### src/rtl/mem_arb_pkg.sv
// Shared types and constants for the unified-memory arbiter.
package mem_arb_pkg;

    // Arbiter sequencing states.
    typedef enum logic [1:0] {
        IDLE = 2'd0,
        BUSY = 2'd1,
        RESP = 2'd2
    } state_t;

    // Owner of the access in flight.
    localparam logic OWN_IF = 1'b0;
    localparam logic OWN_D  = 1'b1;

    // Access sizes, encoded as funct3[1:0].
    localparam logic [1:0] SIZE_B = 2'b00;
    localparam logic [1:0] SIZE_H = 2'b01;
    localparam logic [1:0] SIZE_W = 2'b10;

    // Bits needed to hold a count of 0..max_val, never less than one bit.
    function automatic int cnt_width(input int max_val);
        return (max_val < 1) ? 1 : $clog2(max_val + 1);
    endfunction

endpackage

### src/rtl/mem_arb_grant.sv
// Combinational priority picker: data wins unless fetch has waited out
// STARVE_MAX consecutive data grants. Outputs are one-hot or zero.
module mem_arb_grant #(
    parameter int STARVE_MAX = 4,
    parameter int CNT_W      = 3
) (
    input  logic             if_valid,
    input  logic             d_valid,
    input  logic [CNT_W-1:0] starve_cnt,
    output logic             grant_if,
    output logic             grant_d
);

    logic starved;

    // Pick the winner from the two valids and the starvation state.
    // NOTE: every signal written here gets a value on every path, so no latch is inferred.
    always_comb begin
        starved  = (starve_cnt == CNT_W'(STARVE_MAX));
        grant_d  = d_valid && !(if_valid && starved);
        grant_if = if_valid && !grant_d;
    end

endmodule

### src/rtl/mem_arbiter.sv
// Shares one single-ported memory between instruction fetch and load/store.
// One access at a time: handshake, fixed-latency access, one-cycle response.
module mem_arbiter
    import mem_arb_pkg::*;
#(
    parameter int DATAW      = 32,
    parameter int ADDRW      = 32,
    parameter int MEM_LAT    = 2,
    parameter int STARVE_MAX = 4
) (
    input  logic             clk,
    input  logic             rst_n,
    // fetch port
    input  logic             if_req_valid,
    input  logic [ADDRW-1:0] if_req_addr,
    output logic             if_req_ready,
    output logic             if_resp_valid,
    output logic [DATAW-1:0] if_resp_data,
    // load/store port
    input  logic             d_req_valid,
    input  logic             d_req_write,
    input  logic [1:0]       d_req_size,
    input  logic [ADDRW-1:0] d_req_addr,
    input  logic [DATAW-1:0] d_req_wdata,
    output logic             d_req_ready,
    output logic             d_resp_valid,
    output logic [DATAW-1:0] d_resp_data,
    // memory port
    output logic             mem_en,
    output logic             mem_rw,
    output logic [1:0]       mem_size,
    output logic [ADDRW-1:0] mem_addr,
    output logic [DATAW-1:0] mem_wdata,
    input  logic [DATAW-1:0] mem_rdata
);

    localparam int             CNT_W    = cnt_width(STARVE_MAX);
    localparam int             LAT_W    = cnt_width(MEM_LAT - 1);
    localparam logic [LAT_W-1:0] LAT_INIT = LAT_W'(MEM_LAT - 1);

    state_t           state, state_next;
    logic [CNT_W-1:0] starve_cnt;
    logic [LAT_W-1:0] lat_cnt;
    logic             owner;
    logic             grant_if, grant_d;

    mem_arb_grant #(
        .STARVE_MAX (STARVE_MAX),
        .CNT_W      (CNT_W)
    ) u_grant (
        .if_valid   (if_req_valid),
        .d_valid    (d_req_valid),
        .starve_cnt (starve_cnt),
        .grant_if   (grant_if),
        .grant_d    (grant_d)
    );

    // Next-state and ready decode; readies only open while idle.
    always_comb begin
        state_next   = state;
        if_req_ready = 1'b0;
        d_req_ready  = 1'b0;
        unique case (state)
            IDLE: begin
                if_req_ready = grant_if;
                d_req_ready  = grant_d;
                if (grant_if || grant_d) state_next = BUSY;
            end
            BUSY:    if (lat_cnt == '0) state_next = RESP;
            RESP:    state_next = IDLE;
            default: state_next = IDLE;
        endcase
    end

    // State register.
    // NOTE: sequential state uses non-blocking assignments so every flop samples pre-edge values.
    always_ff @(posedge clk or negedge rst_n) begin
        if (!rst_n) state <= IDLE;
        else        state <= state_next;
    end

    // Starvation counter: counts data grants taken while fetch was waiting.
    always_ff @(posedge clk or negedge rst_n) begin
        if (!rst_n) begin
            starve_cnt <= '0;
        end else if (if_req_ready) begin
            starve_cnt <= '0;
        end else if (d_req_ready && if_req_valid && starve_cnt != CNT_W'(STARVE_MAX)) begin
            starve_cnt <= starve_cnt + 1'b1;
        end
    end

    // Request latch, memory drive, latency count and response capture.
    always_ff @(posedge clk or negedge rst_n) begin
        if (!rst_n) begin
            owner         <= OWN_IF;
            lat_cnt       <= '0;
            mem_en        <= 1'b0;
            mem_rw        <= 1'b0;
            mem_size      <= 2'b00;
            mem_addr      <= '0;
            mem_wdata     <= '0;
            if_resp_valid <= 1'b0;
            if_resp_data  <= '0;
            d_resp_valid  <= 1'b0;
            d_resp_data   <= '0;
        end else begin
            mem_en        <= 1'b0;
            if_resp_valid <= 1'b0;
            d_resp_valid  <= 1'b0;
            unique case (state)
                IDLE: begin
                    if (if_req_ready) begin
                        owner     <= OWN_IF;
                        lat_cnt   <= LAT_INIT;
                        mem_en    <= 1'b1;
                        mem_rw    <= 1'b0;
                        mem_size  <= SIZE_W;
                        mem_addr  <= if_req_addr;
                        mem_wdata <= '0;
                    end else if (d_req_ready) begin
                        owner     <= OWN_D;
                        lat_cnt   <= LAT_INIT;
                        mem_en    <= 1'b1;
                        mem_rw    <= d_req_write;
                        mem_size  <= d_req_size;
                        mem_addr  <= d_req_addr;
                        mem_wdata <= d_req_wdata;
                    end
                end
                BUSY: begin
                    if (lat_cnt == '0) begin
                        if (owner == OWN_IF) begin
                            if_resp_valid <= 1'b1;
                            if_resp_data  <= mem_rdata;
                        end else begin
                            d_resp_valid <= 1'b1;
                            d_resp_data  <= mem_rw ? '0 : mem_rdata;
                        end
                    end else begin
                        lat_cnt <= lat_cnt - 1'b1;
                    end
                end
                default: ;
            endcase
        end
    end

endmodule

### config.mk
export PLATFORM = sky130hd
export DESIGN_NAME = mem_arbiter
export DESIGN_NICKNAME = d
export VERILOG_FILES = /design/src/rtl/mem_arb_pkg.sv /design/src/rtl/mem_arb_grant.sv /design/src/rtl/mem_arbiter.sv
export SDC_FILE = /design/constraint.sdc
export NUM_CORES = 1
export LEC_CHECK = 0
export CAP_MARGIN = 10
export CORE_MARGIN = 10
export CORE_UTILIZATION = 37
export CTS_CLUSTER_SIZE = 20
export DETAILED_ROUTE_END_ITERATION = 6
export PLACE_DENSITY = 0.74
export SYNTH_ARGS = -nofsm -noshare
export SYNTH_HDL_FRONTEND = slang
export SYNTH_SLANG_ARGS = --single-unit
### constraint.sdc
create_clock -name clk -period 4.3 [get_ports clk]
set_input_delay 0.86 -clock clk [delete_from_list [all_inputs] [get_ports clk]]
set_output_delay 0.86 -clock clk [all_outputs]
set_load 0.05 [all_outputs]
# After elaboration in Yosys (flattened, before gate mapping)
# Cells that the tools add are included.
[word_totals] output_inout_bits=136 regBits=141 wordCells=70 in_bits=135
[op_classes] bitwise_logic=2 n_reduce_logical=17 mux=30 n_eq_ne=6 n_addsub=2
[op_table] cell="$mux 32" n=5
[op_table] cell="$mux 1" n=17
[op_table] cell="$mux 2" n=4
[op_table] cell="$mux 3" n=2
[op_table] cell="$ne 3x3->1 const B" n=2
[op_table] cell="$reduce_and 2->1" n=3
[op_table] cell="$reduce_and 3->1" n=2
[op_table] cell="$reduce_bool 2->1" n=3
[op_table] cell="$logic_and 1x1->1" n=5
[op_table] cell="$ne 2x2->1 const B" n=2
[op_table] cell="$pmux 2 s2" n=1
[op_table] cell="$add 3x1->3 const B" n=1
[op_table] cell="$eq 3x3->1 const B" n=1
[op_table] cell="$eq 2x1->1 const B" n=1
[op_table] cell="$logic_not 1->1" n=2
[op_table] cell="$logic_not 2->1" n=1
[op_table] cell="$not 1->1" n=2
[op_table] cell="$pmux 1 s2" n=1
[op_table] cell="$logic_or 1x1->1" n=1
[op_table] cell="$sub 1x1->1 const B" n=1

# Longest topological paths before layout
[depth] word_depth=9 mapped_depth=7 ltp_nobuf=5

# Modules after synthesis
# A second synthesis with hierarchy kept.
[unflattened] cells_unflattened=493 hier_area_um2=5808.1
[modules_own_cells] mod="mem_arbiter" cells_each=489 area_each_um2=5775.5 n_inst=1 seq_area_each_um2=3528.4
[modules_own_cells] mod="mem_arb_grant" cells_each=4 area_each_um2=32.5 n_inst=1 seq_area_each_um2=0.0

# Least setup slack after synthesis
# OpenSTA, ideal clock, no wires.
[synth_timing] path_kind="input-to-output" from="input port if_req_valid" to="output port if_req_ready" setup_slack_ns=1.788 stages=3 t_required_ns=3.440 n_path_buf=1 t_arrival_ns=1.652 path_cell_list="or3b_4 > a21oi_4 > buf_6"
[synth_via] elab_chain_cells=6
[synth_rtl] item="start: declaration" line_no="mem_arbiter.sv:14" rtl="input logic if_req_valid,"
[synth_rtl] item="$logic_and 1x1->1" line_no="mem_arb_grant.sv:20" rtl="grant_d = d_valid && !(if_valid && starved);"
[synth_rtl] item="$logic_not 1->1" line_no="mem_arb_grant.sv:20"
[synth_rtl] item="$logic_and 1x1->1" line_no="mem_arb_grant.sv:20"
[synth_rtl] item="$logic_not 1->1" line_no="mem_arb_grant.sv:21" rtl="grant_if = if_valid && !grant_d;"
[synth_rtl] item="$logic_and 1x1->1 (*)" line_no="mem_arb_grant.sv:21"
[synth_rtl] item="$mux 1 (*)" line_no="mem_arbiter.sv:63" rtl="unique case (state)"
[synth_rtl] item="end: declaration" line_no="mem_arbiter.sv:16" rtl="output logic if_req_ready,"
# Mark *: on every way between the ends. The rest lies on a longest branch, timed or not.

# Worst setup path after layout
[layout_timing] from="input port if_req_valid" to="output port d_req_ready"
[layout_via] elab_chain_cells=4
[layout_rtl] item="$logic_and 1x1->1" line_no="mem_arb_grant.sv:20"
[layout_rtl] item="$logic_not 1->1" line_no="mem_arb_grant.sv:20"
[layout_rtl] item="$logic_and 1x1->1" line_no="mem_arb_grant.sv:20"
[layout_rtl] item="$mux 1" line_no="mem_arbiter.sv:63"
[layout_rtl] item="end: declaration" line_no="mem_arbiter.sv:25" rtl="output logic d_req_ready,"
# No other way between the ends.

==> metrics.txt <==
register area=0.00353 sq mm; Worst Setup Start Kind=input port; top cells by area, synth=dfrtp_1 62%, inv_1 6.7%, mux2_2 5.9%; ys async rst share=1.00; Yosys top cell by area=dfrtp_1; CTS buffer count=17; number of nets in the layout=895; first-pass GRT wire length=28200 microns; hold buffers post-CTS=0; Synth Register Bits=141; sequential share of the synthesized area=0.616; EDFF count, synth=0; CP Max Fanout=7; syn_nets=629; area grow syn2layout=60.4%; Met3 Wirelength=2530 microns; Mapped Cells=492; Post-synth top cells=141 x dfrtp_1, 102 x inv_1, 36 x nand2_1, 35 x a22o_1, 33 x nand2b_1; metal2 WL=8750 microns; starting density of the core=0.377; Synth warnings=0; via density per instance=4.92; flop-to-flop setup slack=2.34 ns; GRT Resource Usage Total=0.175; post-synthesis compound-gate area fraction=0.149; Simple-Gate Fraction of Synth Area=0.0697; Die Span Y=144 microns; largest net degree at the start of global routing=114; r2r startpoint=state[0]$_DFFE_PN0P_; highest metal used=met4; Peak Freq=0.294 GHz; static leakage=0.00430 uW; Hold EP=d_resp_data[23]$_DFFE_PN0P_; DRC viols=5; worst ir drop on vdd=435 uV; Hold Path Cell Cnt=2; CP Class=input port to output pin; die area=0.0208 sq mm; CTS root buf=clkbuf_16; worst slew pin tran=1.04 ns; top-count cell post-synth=dfrtp_1; Clock Pin Slew Worst Setup and Hold Paths=0.06 ns; HP Start=d_resp_data[23]$_DFFE_PN0P_; Clock Skew=0.00837 ns; Pins Over Slew Limit=0; xor/xnor share of the synthesized area=0; Final Instance Area=0.00919 sq mm; Vias=4721; Main synth FF type=dfrtp_1; CTS tree=yes; wl on met1=6700 microns; # setup viols final=0; post-synthesis adder-cell area fraction=0.00437; Core Box Area=0.0152 sq mm; unrepaired setup endpoints after global routing=false; Clock Sinks=141; final worst path period share=0.791; overall routed net length=18300 microns; initial DRC count=297; Required @ worst endpoint=3.44 ns; Final Hold Vio Count=0; worst r2r path cells=4; DR WL/cell=19.0 microns; Mapped Area=0.00573 sq mm; Mean Syn Cell Area=11.6 sq um; Clock Latency Late Sink=0.42 ns; failing checks=DRC; Die Width=144 microns; Port Buffers=270; multi-input logic area=0.00167 sq mm; DP Wirelength=13400 microns; grt ovf=0; Worst Hold Class=flop to flop; H-tree depth=4; RePlAce Congestion=0.752; Yosys cell types=28; Resized Gates After CTS=0; Relative slew margins=0.308; antenna-violating nets left=0; share of layout cells above drive strength 1=0.101; Placed Instance Area=0.00859 sq mm; post-synthesis mux area share=0.0647; Arr. time, crit path=2.54 ns; vias in the first global route=5159; Longest Clk Path Bufs=2; DRT Pass-1 Iters=7; post-CTS setup buffer count=0; status=finished with violations; Filler cells=1198; Fin Setup TNS=0 ns; crit end category=output pin; Tmin final=3.40 ns; antenna violations before repair=0; max-cap violation count=0; FP Rows=45; I/O Pins=271; reg2reg end=mem_addr[29]$_DFFE_PN0P_; top-area cell type share of the netlist area=0.616; largest family of logic cells by synthesized area=compound AO/OA/AOI/OAI gates; pwr dens=936 mW/mm^2
## through the flow
step,util,std cells,worst slack [ns],power (uW),hold WS (ns)
after floorplan,-,492,1.79,5420,0.491
after global placement,0.565,927,0.906,7060,0.464
after detailed placement,0.565,927,0.895,7160,0.470
after CTS,0.604,959,0.894,8690,0.489
after global routing,0.604,959,0.852,9020,0.515
final,0.604,960,0.900,8590,0.481
## registers in the layout, summed over array words and instances, names as in the netlist
| name | count |
|---|---|
| if_resp_data | 32 |
| owner | 1 |
| starve_cnt | 3 |
| mem_size | 2 |
| d_resp_data | 32 |
| lat_cnt | 1 |
| state | 2 |
| mem_rw | 1 |
| mem_wdata | 32 |
| if_resp_valid | 1 |
| mem_en | 1 |
| mem_addr | 32 |
| d_resp_valid | 1 |
## logic make-up (layout without fill, tap and decap cells)
group | after synthesis | in the layout
other | 0 | 1
DFF | 141 | 141
muxes | 33 | 33
adders and majority gates | 2 | 2
buffers and inverters | 133 | 412
AOI/OAI and AO/OA | 107 | 107
and+or+nand+nor | 76 | 76
## layout make-up
type,count,area share
antenna,1,0.000272
tap,188,0.0256
clock buffer,18,0.0467
sequential,141,0.384
timing repair buffer,278,0.302
clock inverter,14,0.0183
inverter,102,0.0417
multi-input combinational,218,0.181
## worst max-delay path, stage by stage
cell and delay, ns:
clkdlybuf4s50_1 0.63, nand3_1 0.10, and3_2 0.23, clkdlybuf4s50_1 0.71
## worst max-delay path by stage
stage                       startpoint            to  slack [ns]  cells past startpoint
final                     if_req_valid   d_req_ready        0.90                      4
after global routing      if_req_valid   d_req_ready        0.85                      4
after CTS                 if_req_valid   d_req_ready        0.89                      4
after detailed placement  if_req_valid   d_req_ready        0.90                      4
after global placement    if_req_valid   d_req_ready        0.91                      4
after floorplan           if_req_valid  if_req_ready        1.79                      3
## metal layers
| layer | vias to the layer above | global-route usage |
|---|---|---|
| met4 | 0 | 0.0697 |
| met3 | 23 | 0.103 |
| met5 | - | 0 |
| li1 | 2188 | - |
| met1 | 2280 | 0.187 |
| met2 | 230 | 0.276 |
## power by group
| group | internal [uW] | switching, uW | total (uW) |
|---|---|---|---|
| registers | 1950 | 366 | 2320 |
| logic | 1670 | 3120 | 4790 |
| clock network | 912 | 574 | 1490 |
## cells in the final DEF, fill, tap and decap left out, types with 5 or more instances in the layout
cell               n
mux2_2            30
inv_1            102
a22o_1            35
nand2b_1          33
nand2_1           36
clkdlybuf4s50_1  268
a222oi_1          32
dfrtp_1          141
clkbuf_16         17
buf_4              8
o21ai_0           28
o21ai_1            5
(Power assumes the default switching activity.)
